<file path="config.mk">
export PLATFORM = sky130hd
export DESIGN_NAME = axi_write_arbiter
export DESIGN_NICKNAME = d
export VERILOG_FILES = /design/src/rtl/axi_write_arbiter.sv
export SDC_FILE = /design/constraint.sdc
export NUM_CORES = 1
export LEC_CHECK = 0
export ABC_AREA = 1
export BUFFER_PORTS_ARGS = -buffer_cell sky130_fd_sc_hd__buf_2
export CAP_MARGIN = 10
export CORE_MARGIN = 3
export CORE_UTILIZATION = 44
export DETAILED_ROUTE_END_ITERATION = 8
export PLACE_DENSITY = 0.84
export SLEW_MARGIN = 20
export SYNTH_ARGS = -nofsm -noshare
export SYNTH_HDL_FRONTEND = slang
export SYNTH_SLANG_ARGS = --single-unit
</file>
<file path="constraint.sdc">
create_clock -name clk -period 3.4 [get_ports clk]
set_clock_uncertainty 0.05 [all_clocks]
set_input_delay 0.34 -clock clk [delete_from_list [all_inputs] [get_ports clk]]
set_output_delay 0.34 -clock clk [all_outputs]
set_load 0.005 [all_outputs]
</file>
<file path="src/rtl/axi_write_arbiter.sv">
// Round-robin write-path arbiter for a 2-master interconnect: grants AW, then locks W until
// the WLAST handshake, then B until the response handshake, with an optional watchdog.
module axi_write_arbiter #(
  parameter int unsigned ADDR_WIDTH = 32,
  parameter int unsigned TIMEOUT    = 256
) (
  input  logic                  clk,
  input  logic                  rst,
  input  logic                  M0_AWrequest,
  input  logic [ADDR_WIDTH-1:0] M0_AWaddr,
  input  logic                  M1_AWrequest,
  input  logic [ADDR_WIDTH-1:0] M1_AWaddr,
  input  logic                  AWhs,
  input  logic                  Wlast_hs,
  input  logic                  Bhs,
  output logic                  M0_AWgrant,
  output logic                  M1_AWgrant,
  output logic                  M0_Wgrant,
  output logic                  M1_Wgrant,
  output logic                  M0_Bgrant,
  output logic                  M1_Bgrant,
  output logic                  wsel,
  output logic                  owner,
  output logic                  busy,
  output logic                  timeout_err
);

  localparam int unsigned CntW = ($clog2(TIMEOUT + 1) > 8) ? $clog2(TIMEOUT + 1) : 8;
  localparam logic [CntW-1:0] CntLast = CntW'((TIMEOUT == 0) ? 0 : TIMEOUT - 1);

  typedef enum logic [1:0] {StIdle, StAddr, StData, StResp} state_e;

  state_e          state_q, state_d;
  logic            owner_q, owner_d;
  logic            wsel_q, wsel_d;
  logic            last_q, last_d;  // master served most recently
  logic            terr_q, terr_d;
  logic            busy_q, busy_d;
  logic [1:0]      awg_q, awg_d;
  logic [1:0]      wg_q, wg_d;
  logic [1:0]      bg_q, bg_d;
  logic [CntW-1:0] cnt_q, cnt_d;

  logic [1:0] req;
  logic       win;
  logic       expire;
  logic [CntW-1:0] cnt_inc;

  assign req     = {M1_AWrequest, M0_AWrequest};
  assign win     = (&req) ? ~last_q : M1_AWrequest;
  assign expire  = (TIMEOUT != 0) && (cnt_q == CntLast);
  assign cnt_inc = (cnt_q == '1) ? cnt_q : cnt_q + CntW'(1);

  always_comb begin
    state_d = state_q;
    owner_d = owner_q;
    wsel_d  = wsel_q;
    last_d  = last_q;
    cnt_d   = cnt_q;
    terr_d  = 1'b0;
    awg_d   = 2'b00;
    wg_d    = 2'b00;
    bg_d    = 2'b00;
    unique case (state_q)
      StIdle: begin
        if (|req) begin
          state_d     = StAddr;
          owner_d     = win;
          wsel_d      = win ? M1_AWaddr[ADDR_WIDTH-1] : M0_AWaddr[ADDR_WIDTH-1];
          awg_d[win]  = 1'b1;
        end
      end
      StAddr: begin
        if (AWhs) begin
          state_d        = StData;
          wg_d[owner_q]  = 1'b1;
          cnt_d          = '0;
        end else if (!req[owner_q]) begin
          state_d = StIdle;
          last_d  = owner_q;
        end else begin
          awg_d[owner_q] = 1'b1;
        end
      end
      StData: begin
        if (Wlast_hs) begin
          state_d       = StResp;
          bg_d[owner_q] = 1'b1;
          cnt_d         = '0;
        end else if (expire) begin
          state_d = StIdle;
          terr_d  = 1'b1;
          last_d  = owner_q;
        end else begin
          wg_d[owner_q] = 1'b1;
          cnt_d         = cnt_inc;
        end
      end
      StResp: begin
        if (Bhs) begin
          state_d = StIdle;
          last_d  = owner_q;
        end else if (expire) begin
          state_d = StIdle;
          terr_d  = 1'b1;
          last_d  = owner_q;
        end else begin
          bg_d[owner_q] = 1'b1;
          cnt_d         = cnt_inc;
        end
      end
      default: state_d = StIdle;
    endcase
    busy_d = (state_d != StIdle);
  end

  always_ff @(posedge clk) begin
    if (rst) begin
      state_q <= StIdle;
      owner_q <= 1'b0;
      wsel_q  <= 1'b0;
      last_q  <= 1'b1;  // M0 wins the first contended cycle
      cnt_q   <= '0;
      terr_q  <= 1'b0;
      busy_q  <= 1'b0;
      awg_q   <= 2'b00;
      wg_q    <= 2'b00;
      bg_q    <= 2'b00;
    end else begin
      state_q <= state_d;
      owner_q <= owner_d;
      wsel_q  <= wsel_d;
      last_q  <= last_d;
      cnt_q   <= cnt_d;
      terr_q  <= terr_d;
      busy_q  <= busy_d;
      awg_q   <= awg_d;
      wg_q    <= wg_d;
      bg_q    <= bg_d;
    end
  end

  assign M0_AWgrant  = awg_q[0];
  assign M1_AWgrant  = awg_q[1];
  assign M0_Wgrant   = wg_q[0];
  assign M1_Wgrant   = wg_q[1];
  assign M0_Bgrant   = bg_q[0];
  assign M1_Bgrant   = bg_q[1];
  assign wsel        = wsel_q;
  assign owner       = owner_q;
  assign busy        = busy_q;
  assign timeout_err = terr_q;

endmodule

</file>
## Yosys cells after proc, flatten, opt, wreduce, memory -nomap -nowiden

Cells that the tools add are included.

| operators by class | value |
|---|---|
| multiplexer cells | 42 |
| bitwise gates (word level) | 1 |
| $add $sub $neg | 1 |
| reductions and logical operators | 10 |
| equal/unequal tests | 10 |
| magnitude comparators | 4 |

Operator list:

| operator | number |
|---|---|
| two-way mux 9 bit | 5 |
| two-way mux 2 bit | 14 |
| case mux 9 bit (3 select lines) | 1 |
| two-way mux 1 bit | 14 |
| case mux 2 bit (2 select lines) | 3 |
| inequality test 2 bit, second input constant | 5 |
| adder 9 x 1 -> 9 bit, second input constant | 1 |
| equality test 9 x 8 -> 1 bit, second input constant | 1 |
| equality test 9 bit, second input constant | 1 |
| case mux 2 bit (4 select lines) | 1 |
| equality test 2 bit, second input constant | 2 |
| less-than comparator 1 x 2 -> 1 bit, second input constant | 2 |
| AND reduction 2 bit | 2 |
| AND reduction 4 bit | 1 |
| case mux 1 bit (3 select lines) | 1 |
| AND reduction 3 bit | 1 |
| nonzero test 3 bit | 1 |
| demux 1 bit (select 1 bit) | 2 |
| equality test 2 x 1 -> 1 bit, second input constant | 1 |
| >= comparator 1 bit, second input constant | 2 |
| logical AND 1 bit | 2 |
| logical NOT 2 bit | 1 |
| case mux 1 bit (2 select lines) | 1 |
| nonzero test 2 bit | 1 |
| other kinds (2) | 2 |

| word-level totals | value |
|---|---|
| output and inout port bits | 10 |
| input port bits | 71 |
| bits in registers | 22 |
| logic and storage cells | 78 |

## Longest topological paths before layout

| logic depth | value |
|---|---|
| word-level depth | 8 |
| gate-level depth with buffers | 11 |
| mapped depth without buffers | 11 |

## Least setup slack after synthesis

No wires, ideal clock.

| timing | value |
|---|---|
| path kind | register -> register |
| from | register state_q[1] |
| to | register cnt_q[3] |
| setup slack | 1.897 ns |
| data arrival time | 1.338 ns |
| required time | 3.236 ns |
| stages on the path, launching flop included | 10 |
| library setup time | 0.114 ns |
| cells stage by stage | dfxtp_1 > inv_1 > ha_1 > clkinv_2 > nand2_4 > nor2_8 > nand3_4 > nor2_4 > xor2_1 > nor2_1 |

| on the way | value |
|---|---|
| cells in the longest elaborated chain, start to end | 3 |

RTL lines:

| what | line | RTL |
|---|---|---|
| start: declaration | 33 | `state_e state_q, state_d;` |
| start signal: assignment | 119 | `state_q <= StIdle;` |
| start signal: assignment | 130 | `state_q <= state_d;` |
| equality test 2 bit / equality test 2 x 1 -> 1 bit (equally long branches) | 64 | `unique case (state_q)` |
| inequality test 2 bit (no source line) / nonzero test 3 bit (equally long branches) | n/a |  |
| AND reduction 3 bit (no source line) | n/a |  |
| end signal: assignment | 134 | `cnt_q <= cnt_d;` |
| end: declaration | 42 | `logic [CntW-1:0] cnt_q, cnt_d;` |

Several ways; a longest one is shown, not always the timed one.
A chain may end at the register's enable or synchronous reset.

## Worst setup path in the final report

| timing | value |
|---|---|
| from | register state_q[1] |
| to | register cnt_q[7] |

Same word-level chain as after synthesis.

==> summary.txt <==
Timing
  • Final count of hold timing violations: 0
  • Unrepaired setup endpoints after global routing: no
  • Worst hold margin: 0.2823 ns
  • Crit share post-route: 49.36%
  • Slew headroom: 80.38%
  • Setup TNS: 0 ns
  • Final min period: 1.678 ns
  • Worst-margin pin slew: 0.2912 ns
  • Slew Limit Fails: 0
  • Final setup violation count: 0
  • Max Fclk: 0.5958 GHz

Yosys
  • #FFs+latches synth: 22
  • Synthesized area per cell: 7.223 sq um
  • Post-synth top area share: 37.41%
  • Synthesized cell area: 0.001177 sq mm
  • Register area share after synthesis: 37.41%
  • Synth area leaders: dfxtp_1 37%, nand2_1 12%, inv_1 8.3%
  • YS warnings: 0
  • Mapped Cells: 163
  • Synth Net Count: 239
  • Distinct cells, synth: 28
  • Leading area contributor after synthesis: dfxtp_1

Placement
  • Port Buf Inserts: 18
  • Final HPWL DP: 1746 um
  • Placed Instances: 209
  • Placed cell areas: 0.001297 sq mm
  • GPL Wtd Cong: 0.8251

Clock tree
  • Bufs on Longest Clock Path: 2
  • CTS buffer count: 3
  • Post-CTS Setup Inserts: 0
  • # hold bufs at CTS: 0
  • Worst skew pair latency: 0.31 ns
  • Post_cts resized: 0
  • Root Buffer Master: clkbuf_4
  • Num Clock Sinks: 22
  • H-tree levels: 1
  • Worst-path clk slew: 0.12 ns
  • TritonCTS clock tree: built

Hold path
  • HP Class: input pin to flop
  • Hold depth: 2
  • Min-Delay Startpoint: rst
  • WHS Endpoint: awg_q[0]

Power
  • Pint: 496.6 uW
  • Seq pwr share: 40.2%
  • Combinational power share: 42.6%
  • Sw Ratio: 40.34%
  • VDD IR-drop max: 0.3944 mV
  • Pwr Density: 624.1 mW/mm^2
  • Clock Power Share: 17.2%
  • Lkg Pwr: 0.0006075 uW
  • Net Sw Power: 335.8 uW

Floorplan
  • DIE AREA: 0.003333 sq mm
  • Starting Density: 47.10%
  • Chip width: 57.73 um
  • Die Y: 57.73 um
  • Num rows: 18
  • # IOs: 81
  • Core ar.: 0.002500 sq mm

GRT
  • Largest net degree at the start of global routing: 13
  • GRT Total Usage: 13.96%
  • Initial antenna violation count: 0
  • Grt ovf: 0
  • First-pass GRT wire length: 3684 um
  • Vias in the first global route: 938

Cells and area
  • Antenna cells: 0
  • Final cell count without fillers: 213
  • Most frequent cells in the layout: 38 x nand2_1, 26 x inv_1, 22 x dfxtp_1
  • Synth-to-Final Area Change: 13.28%
  • Final-stage net count: 260
  • Post-route design area: 0.001334 sq mm
  • Commonest non-fill, non-tap cell in the layout: nand2_1
  • Layout cells sized above 1: 20.22%

Setup path
  • Reg2reg path depth: 11
  • Critical Path RT: 3.61 ns
  • RR Endpoint: cnt_q[7]
  • Critical path arrival: 1.89 ns
  • Worst R2R Start: state_q[1]
  • Critical Path Start Type: flop
  • Setup slack, reg-to-reg: 1.72 ns
  • CP Capture Type: flop
  • Critical path startpoint: state_q[1]
  • Crit path kind: flop to flop
  • CP max FO: 6

Routing
  • DRT antenna net count: 0
  • Post-Route WL: 2124 um
  • DR pass1 iterations: 5
  • Routed vias/inst: 4.836
  • WL/cell: 9.972 um
  • Vias: 1030
  • Number of remaining DRC errors: 0
  • Initial detailed-routing violation count: 40

Flow run
  • Max Cap Viol: 0

Run status
  • Status: completed
## synthesized netlist by cell type (all sizes together)
library cell  number
nand3              8
a21oi             13
xor2               2
o211ai             1
nand4              3
clkinv             1
inv               29
nand2             40
ha                 5
clkbuf             2
nor2              20
a211oi             2
o21ai              6
dfxtp             22
or2                1
a31oi              2
nor3               6
## stage by stage
stage / util [%] / setup WS [ns] / total power, uW
global route: 53.35 / 1.535 / 903.1
detailed placement: 51.90 / 1.732 / 694.4
floorplan: - / 1.897 / 612.4
CTS: 53.35 / 1.708 / 837.5
global placement: 51.90 / 1.780 / 685.9
finish: 53.35 / 1.722 / 832.4
## layout make-up
type	count	area, sq um
multi-input cells	109	615.6
clock buffers	4	36.28
flip-flops and latches	22	440.4
fillers	229	1166
repair buffers	18	90.09
inverters	30	113.9
well taps	30	37.54
## sequential cells by signal, summed over array words and instances (netlist names)
name,count
timeout_err,1
bg_q,2
wg_q,2
awg_q,2
busy,1
cnt_q,9
state_q,2
owner,1
wsel,1
last_q,1
## worst max path at each step
stage                     cells after the start  slack, ns       end
after floorplan                               9       1.90  cnt_q[3]
after global placement                       11       1.78  cnt_q[7]
after detailed placement                     11       1.73  cnt_q[7]
after CTS                                    11       1.71  cnt_q[7]
after global routing                         11       1.53  cnt_q[7]
final                                        11       1.72  cnt_q[7]
## routing by layer
| layer | global-route usage (%) | part of all wire [%] | up-vias |
|---|---|---|---|
| li1 | - | - | 555 |
| met1 | 18.90 | 49 | 445 |
| met2 | 21.45 | 44 | 23 |
| met3 | 1.336 | 3.6 | 7 |
| met4 | 8.278 | 3.1 | 0 |
| met5 | 0 | 0 | - |
## worst max-delay path: stages (launching register included)
cell and delay [ns]:
dfxtp_1 0.44, inv_1 0.09, ha_1 0.25, clkinv_2 0.10, nand2_4 0.07, nor2_8 0.13
nand3_4 0.09, nor2_4 0.13, nand3_1 0.09, nand2_1 0.07, inv_1 0.04, nor2_1 0.08
## cell families (layout without fill, tap and decap cells)
kind of cell / count (synthesis) / after routing / synth area share [%]
xor gates and xnor gates: 2 / 2 / 1.488
AOI/OAI and AO/OA: 24 / 24 / 12.43
and+or+nand+nor: 78 / 78 / 33.05
DFF: 22 / 22 / 37.41
adders and majority gates: 5 / 5 / 5.313
buffers and inverters: 32 / 52 / 10.31
## power groups by stage
stage               clock network, uW  registers, uW  logic, uW
floorplan                           0            335        278
global placement                    0            340        346
detailed placement                  0            342        352
CTS                               148            336        354
global route                      157            341        404
finish                            143            335        355
Note: power is estimated with default switching activity, not from simulation.
